==> config.mk <==
export PLATFORM = sky130hd
export DESIGN_NAME = dma_request_scheduler
export DESIGN_NICKNAME = d
export VERILOG_FILES = /design/src/rtl/dma_sched_pkg.sv /design/src/rtl/dma_request_scheduler_rr_arbiter.sv /design/src/rtl/dma_request_scheduler.sv
export SDC_FILE = /design/constraint.sdc
export NUM_CORES = 1
export LEC_CHECK = 0
export ABC_AREA = 1
export CAP_MARGIN = 20
export CELL_PAD_IN_SITES_DETAIL_PLACEMENT = 2
export CELL_PAD_IN_SITES_GLOBAL_PLACEMENT = 2
export CORE_MARGIN = 2
export CORE_UTILIZATION = 34
export CTS_CLUSTER_SIZE = 20
export DETAILED_ROUTE_END_ITERATION = 16
export DONT_BUFFER_PORTS = 1
export HOLD_SLACK_MARGIN = 0.03
export PLACE_DENSITY_LB_ADDON = 0.25
export SETUP_SLACK_MARGIN = 0.5
export SKIP_LAST_GASP = 1
export SYNTH_ARGS = -nofsm -noshare
export SYNTH_HDL_FRONTEND = slang
export SYNTH_HIERARCHICAL = 1
export SYNTH_SLANG_ARGS = --single-unit
==> constraint.sdc <==
create_clock -name clk_i -period 4.1 [get_ports clk_i]
set_input_delay 0.82 -clock clk_i [delete_from_list [all_inputs] [get_ports clk_i]]
set_output_delay 0.82 -clock clk_i [all_outputs]
set_load 0.02 [all_outputs]
==> src/rtl/dma_sched_pkg.sv <==
// Shared constants, state encoding and word packing helpers
// for the DMA request scheduler.
package dma_sched_pkg;

  localparam logic [15:0] REG_RD = 16'h0;
  localparam logic [15:0] REG_WR = 16'h4;
  localparam logic [15:0] REG_GO = 16'h8;

  localparam int START_BIT = 31;

  typedef enum logic [2:0] {
    S_IDLE,
    S_PROG_RD,
    S_PROG_WR,
    S_PROG_GO,
    S_WAIT_IRQ
  } state_t;

  typedef enum logic [1:0] {
    DEV_SPDIF_RX = 2'd0,
    DEV_SPDIF_TX = 2'd1,
    DEV_IMEM     = 2'd2,
    DEV_MAINMEM  = 2'd3
  } dev_t;

  // Device code in the top two bits, word address zero-extended below.
  function automatic logic [31:0] pack_ptr(
    input logic [1:0]  dev,
    input logic [29:0] adr
  );
    return {dev, adr};
  endfunction

  function automatic logic [31:0] pack_go(
    input logic [30:0] cnt
  );
    logic [31:0] w;
    w = {1'b0, cnt};
    w[START_BIT] = 1'b1;
    return w;
  endfunction

endpackage

==> src/rtl/dma_request_scheduler_rr_arbiter.sv <==
// Combinational round-robin arbiter: the first set request at or after
// the pointer wins. Ports: i_req, i_ptr -> o_gnt (one-hot), o_idx, o_valid.
module rr_arbiter #(
  parameter int NREQ = 4
) (
  input  logic [NREQ-1:0] i_req,
  input  logic [2:0]      i_ptr,
  output logic [NREQ-1:0] o_gnt,
  output logic [2:0]      o_idx,
  output logic            o_valid
);

  logic [2*NREQ-1:0] w_dbl;
  logic [NREQ-1:0]   w_rot;
  logic [3:0]        w_sum;

  // Rotate so bit 0 of w_rot is the requester under the pointer.
  assign w_dbl = {i_req, i_req};
  assign w_rot = NREQ'(w_dbl >> i_ptr);

  always_comb begin
    o_gnt   = '0;
    o_idx   = '0;
    o_valid = 1'b0;
    w_sum   = '0;
    for (int j = 0; j < NREQ; j++) begin
      if (!o_valid && w_rot[j]) begin
        w_sum = {1'b0, i_ptr} + 4'(j);
        if (w_sum >= 4'(NREQ))
          w_sum = w_sum - 4'(NREQ);
        o_valid = 1'b1;
        o_idx   = w_sum[2:0];
        o_gnt   = NREQ'(1) << w_sum;
      end
    end
  end

endmodule

==> src/rtl/dma_request_scheduler.sv <==
// Shares one DMA engine between NREQ requesters: round-robin grant,
// program RD/WR/GO over a write-only Wishbone master, wait for irq,
// then pulse done_o (or err_o on timeout) to the granted requester.
// Ports: clk_i/rst_i, req_i + packed per-requester fields,
// done_o/err_o/busy_o/gnt_idx_o, wbm_* master, dma_irq_i.
module dma_request_scheduler
  import dma_sched_pkg::*;
#(
  parameter int NREQ        = 4,
  parameter int DMA_AWIDTH  = 7,
  parameter int TIMEOUT_CYC = 1024
) (
  input  logic                         clk_i,
  input  logic                         rst_i,
  input  logic [NREQ-1:0]              req_i,
  input  logic [2*NREQ-1:0]            rd_dev_i,
  input  logic [DMA_AWIDTH*NREQ-1:0]   rd_adr_i,
  input  logic [2*NREQ-1:0]            wr_dev_i,
  input  logic [DMA_AWIDTH*NREQ-1:0]   wr_adr_i,
  input  logic [(DMA_AWIDTH+1)*NREQ-1:0] count_i,
  output logic [NREQ-1:0]              done_o,
  output logic [NREQ-1:0]              err_o,
  output logic                         busy_o,
  output logic [2:0]                   gnt_idx_o,
  output logic [15:0]                  wbm_adr_o,
  output logic [31:0]                  wbm_dat_o,
  output logic                         wbm_we_o,
  output logic [3:0]                   wbm_sel_o,
  output logic                         wbm_cyc_o,
  output logic                         wbm_stb_o,
  input  logic                         wbm_ack_i,
  input  logic                         dma_irq_i
);

  localparam int TW = $clog2(TIMEOUT_CYC) + 1;

  state_t          r_state;
  logic [2:0]      r_ptr;
  logic [2:0]      r_gnt;
  logic [NREQ-1:0] r_gnt_oh;
  logic [NREQ-1:0] r_done;
  logic [NREQ-1:0] r_err;
  logic            r_busy;
  logic            r_cyc;
  logic [15:0]     r_adr;
  logic [31:0]     r_dat;
  logic [31:0]     r_wr_word;
  logic [31:0]     r_go_word;
  logic [TW-1:0]   r_cnt;

  logic [NREQ-1:0]     w_gnt_oh;
  logic [2:0]          w_idx;
  logic                w_valid;
  logic [2:0]          w_nxt_ptr;
  logic [1:0]          w_rd_dev;
  logic [1:0]          w_wr_dev;
  logic [DMA_AWIDTH-1:0] w_rd_adr;
  logic [DMA_AWIDTH-1:0] w_wr_adr;
  logic [DMA_AWIDTH:0]   w_cnt;
  logic                w_pulse;

  rr_arbiter #(
    .NREQ(NREQ)
  ) u_arb (
    .i_req  (req_i),
    .i_ptr  (r_ptr),
    .o_gnt  (w_gnt_oh),
    .o_idx  (w_idx),
    .o_valid(w_valid)
  );

  assign w_rd_dev = rd_dev_i[2*int'(w_idx) +: 2];
  assign w_wr_dev = wr_dev_i[2*int'(w_idx) +: 2];
  assign w_rd_adr = rd_adr_i[DMA_AWIDTH*int'(w_idx) +: DMA_AWIDTH];
  assign w_wr_adr = wr_adr_i[DMA_AWIDTH*int'(w_idx) +: DMA_AWIDTH];
  assign w_cnt    = count_i[(DMA_AWIDTH+1)*int'(w_idx) +: DMA_AWIDTH+1];

  assign w_nxt_ptr = (w_idx == 3'(NREQ-1)) ? 3'd0 : w_idx + 3'd1;

  // While done/err is pulsing the finishing requester still holds its
  // level, so arbitration waits one cycle to avoid a bogus regrant.
  assign w_pulse = |r_done || |r_err;

  always_ff @(posedge clk_i) begin
    if (rst_i) begin
      r_state   <= S_IDLE;
      r_ptr     <= '0;
      r_gnt     <= '0;
      r_gnt_oh  <= '0;
      r_done    <= '0;
      r_err     <= '0;
      r_busy    <= 1'b0;
      r_cyc     <= 1'b0;
      r_adr     <= '0;
      r_dat     <= '0;
      r_wr_word <= '0;
      r_go_word <= '0;
      r_cnt     <= '0;
    end else begin
      r_done <= '0;
      r_err  <= '0;
      unique case (r_state)
        S_IDLE: begin
          if (w_valid && !w_pulse) begin
            r_state   <= S_PROG_RD;
            r_gnt     <= w_idx;
            r_gnt_oh  <= w_gnt_oh;
            r_ptr     <= w_nxt_ptr;
            r_busy    <= 1'b1;
            r_cyc     <= 1'b1;
            r_adr     <= REG_RD;
            r_dat     <= pack_ptr(w_rd_dev, 30'(w_rd_adr));
            r_wr_word <= pack_ptr(w_wr_dev, 30'(w_wr_adr));
            r_go_word <= pack_go(31'(w_cnt));
          end
        end
        S_PROG_RD: begin
          if (r_cyc && wbm_ack_i) begin
            r_cyc   <= 1'b0;
            r_state <= S_PROG_WR;
          end
        end
        S_PROG_WR: begin
          if (!r_cyc) begin
            r_cyc <= 1'b1;
            r_adr <= REG_WR;
            r_dat <= r_wr_word;
          end else if (wbm_ack_i) begin
            r_cyc   <= 1'b0;
            r_state <= S_PROG_GO;
          end
        end
        S_PROG_GO: begin
          if (!r_cyc) begin
            r_cyc <= 1'b1;
            r_adr <= REG_GO;
            r_dat <= r_go_word;
          end else if (wbm_ack_i) begin
            r_cyc   <= 1'b0;
            r_cnt   <= '0;
            r_state <= S_WAIT_IRQ;
          end
        end
        S_WAIT_IRQ: begin
          if (dma_irq_i) begin
            r_done  <= r_gnt_oh;
            r_busy  <= 1'b0;
            r_state <= S_IDLE;
          end else if (r_cnt == TW'(TIMEOUT_CYC-1)) begin
            r_err   <= r_gnt_oh;
            r_busy  <= 1'b0;
            r_state <= S_IDLE;
          end else begin
            r_cnt <= r_cnt + 1'b1;
          end
        end
        default: r_state <= S_IDLE;
      endcase
    end
  end

  assign done_o    = r_done;
  assign err_o     = r_err;
  assign busy_o    = r_busy;
  assign gnt_idx_o = r_gnt;
  assign wbm_adr_o = r_adr;
  assign wbm_dat_o = r_dat;
  assign wbm_cyc_o = r_cyc;
  assign wbm_stb_o = r_cyc;
  assign wbm_we_o  = r_cyc;
  assign wbm_sel_o = {4{r_cyc}};

endmodule

==> run_results.csv <==
group,metric,value,unit
global_route,grt_pass1_wl,24200,um
timing,fin_crit,3.24,ns
global_route,grtUsageTotal,0.214,
layout,drive_above_1_share,0.0796,
floorplan,ios,179,
logic_synthesis,synth_simple_gate_area_frac,0.358,
logic_synthesis,synth_area,4390,um2
global_route,antenna_found_initial,0,
floorplan,die_w,118,um
timing,finalSetupTns,0,ns
logic_synthesis,synth-edff-count,0,
place,port_buffers,0,
power,leakage,1.93,nW
layout,nFillCells,1598,
timing,worst_pin_slew,0.738,ns
critical_path,path_cells,"inv_1 -> nor2_2 -> nand3_1 -> nand2_2 -> inv_1 -> nand4_1 -> nand2_1 -> nor2_1 -> nand3_2 -> buf_4 -> clkinvlp_4 -> nand3_1 -> a21oi_1",
timing,setup_ws,0.862,ns
layout,nNetsFinal,795,
drt,viasPerCell,5.17,
layout,area_delta_synth_final,4.96,%
critical_path,reg2regPathDepth,13,
floorplan,rows,41,
logic_synthesis,yosys-top-cells-count,"139 x nand2_1, 124 x nor2_1, 75 x o21ai_0",
floorplan,dieHeight,118,um
logic_synthesis,synth-seq-area-share,0.292,
logic_synthesis,synth_seq_cells,64,
place,place_ws,0.636,ns
power,irDropWorstVdd,0.254,mV
drt,postRouteAntennaNets,0,
critical_path,start_kind,"register",
drt,firstDrtPassIters,4,
place,dp_hpwl,11300,um
global_route,grt_max_degree,55,
timing,slew_headroom,0.507,
critical_path,rr_startpoint,"r_ptr[1]",
critical_path,cp_max_fo,24,
timing,setup_viol,0,
timing,final-hold-violation-count,0,
drt,vias,4391,
layout,antenna_cells,0,
clock_network,cts_made_buffers,9,
clock_network,clock_sinks,64,
global_route,overflow,0,
drt,routedWlPerCell,17.4,um
timing,fin_crit_sh,0.790,
floorplan,core,12600,um2
logic_synthesis,synthAdderAreaFrac,0.0285,
logic_synthesis,yosysUniqueCellTypes,34,
drt,wl,14800,um
critical_path,cp_slowest_cell,"dfxtp_1",
timing,rsz0062_at_grt,"no",
critical_path,cp.arrival,3.49,ns
clock_network,root_buffer,"clkbuf_16",
logic_synthesis,postSynthAreaPerCell,6.30,um2
logic_synthesis,synth_async_sr_flop_share,0,
timing,slew_violations,0,
drt,drcViolationCount,0,
logic_synthesis,synth-compound-area-share,0.169,
clock_network,clkLatencyLatePin,0.33,ns
logic_synthesis,syn_inst,697,
critical_path,reg2reg_setup_slack,0.86,ns
outcome,status,"complete, no violations",
job,maxCapViolCount,0,
layout,utilization,0.365,
worst_hold_path,hold_end,"r_wr_word[5]",
worst_hold_path,hold_depth,2,
worst_hold_path,worstHoldStart,"r_wr_word[5]",
clock_network,tritoncts,"yes",
clock_network,clk_path_buf_depth,2,
clock_network,clkTransAtPathRegs,0.06,ns
logic_synthesis,synth_top_area_share,0.292,
critical_path,crit_type,"register to register",
clock_network,holdBufCountCts,0,
logic_synthesis,yosysMostFrequentCell,"nand2_1",
logic_synthesis,yosysTopAreaCell,"dfxtp_1",
timing,fin_hold_ws,0.459,ns
critical_path,worstSetupEndpointType,"register",
timing,fmax,309,MHz
critical_path,r2r_end,"r_wr_word[3]",
global_route,grt_pass1_vias,4703,
clock_network,htree_levels,3,
logic_synthesis,synth_mux_area_frac,0,
logic_synthesis,yosys_warnings,6,
critical_path,slowest_delay,0.58,ns
floorplan,die-area,13800,um2
logic_synthesis,synth_xor_area_frac,0.00599,
worst_hold_path,hold_class,"register to register",
floorplan,initial_core_util,0.348,
place,gp_congestion,0.845,
logic_synthesis,synthTopCellsByArea,"dfxtp_1 29%, nand2_1 12%, nor2_1 11%, o21ai_0 8.6%, buf_4 7.4%",
logic_synthesis,synth_ff_type,"dfxtp_1",
logic_synthesis,synth_top_family_by_area,"simple AND/OR/NAND/NOR gates",
power,p_per_area,790,nW/um2
drt,drt_iter0_drc,168,
clock_network,cts_setup_buffers,0,
critical_path,cp.required,4.35,ns
timing,finalClockSkew,0.0112,ns
-- cell type report --
cell class	count	area [um2]	share of cell area
Inverter	47	186	0.0405
Sequential cell	64	1280	0.278
Clock buffer	12	256	0.0557
Timing Repair Buffer	4	30.0	0.00652
Clock inverter	4	28.8	0.00625
Tap cell	172	215	0.0467
Multi-Input combinational cell	547	2610	0.566
-- flip-flops by register name, indices dropped and copies added (netlist names) --
| name | count |
|---|---|
| busy_o | 1 |
| done_o | 4 |
| err_o | 4 |
| gnt_idx_o | 3 |
| r_cnt | 11 |
| r_gnt_oh | 4 |
| r_go_word | 9 |
| r_ptr | 3 |
| r_state | 3 |
| r_wr_word | 9 |
| wbm_adr_o | 2 |
| wbm_cyc_o | 1 |
| wbm_dat_o | 10 |
-- worst max path at each step --
| stage | startpoint | endpoint | slack [ns] | depth (start not counted) |
|---|---|---|---|---|
| 2_1_floorplan | req_i[3] | r_wr_word[31] | 1.63 | 16 |
| 3_3_place_gp | req_i[0] | r_wr_word[2] | 0.78 | 13 |
| 3_5_place_dp | r_ptr[1] | r_wr_word[3] | 0.64 | 13 |
| 4_1_cts | r_ptr[1] | r_wr_word[3] | 0.52 | 13 |
| 5_1_grt | r_ptr[1] | r_ptr[0] | 0.50 | 13 |
| 6_report | r_ptr[1] | r_wr_word[3] | 0.86 | 13 |
-- cell families (layout without fill, tap and decap cells) --
family,Yosys count,in the layout
compound gates,140,140
xor+xnor,3,3
fa+ha+maj,10,10
buf+inv,121,67
flops,64,64
other cells,2,37
simple gates,357,357
-- worst max-delay path: cells and delay by family (launching register included) --
kind / cells / cell delay [ns]
compound gates: 1 / 0.17
buf+inv: 4 / 1.11
flops: 1 / 0.58
simple gates: 8 / 1.29
-- placed cells by master, fill, tap and decap left out, drive strengths merged --
master and instances:
xnor2 2, clkinvlp 4, nand3 59, nor3 7
and3 1, nor2 132, nand2 148, dfxtp 64
o21a 1, nand4 8, nand3b 2, xor2 1
inv 43, o21bai 2, conb 37, clkbuf 12
ha 10, buf 4, clkinv 4, o22ai 18
o21ai 81, a21oi 38
-- per-layer routing --
metal,global-route usage,vias up,routed length (um)
met5,0,-,0
met4,0.0828,0,420
met3,0.0320,26,595
met2,0.396,120,7640
met1,0.247,2093,6100
li1,-,2152,-
-- metrics by stage --
| step | power (mW) | instance area (um2) | std cells |
|---|---|---|---|
| 4_1_cts | 3.69 | 4600 | 850 |
| 6_report | 3.64 | 4610 | 850 |
| 3_3_place_gp | 2.84 | 4310 | 834 |
| 5_1_grt | 4.01 | 4610 | 850 |
| 2_1_floorplan | 2.49 | 4520 | 732 |
| 3_5_place_dp | 2.95 | 4310 | 834 |
-- power by group --
group	internal [mW]	switching, mW	total, mW
Clock	0.442	0.277	0.719
Combinational	0.567	1.39	1.96
Sequential	0.776	0.190	0.966
-- repair_timing --
item,CTS,global route
gates resized for setup,0,3
hold endpoints to repair,0,0
endpoints found under the setup margin,0,29
Power figures use the tool's default switching activity.
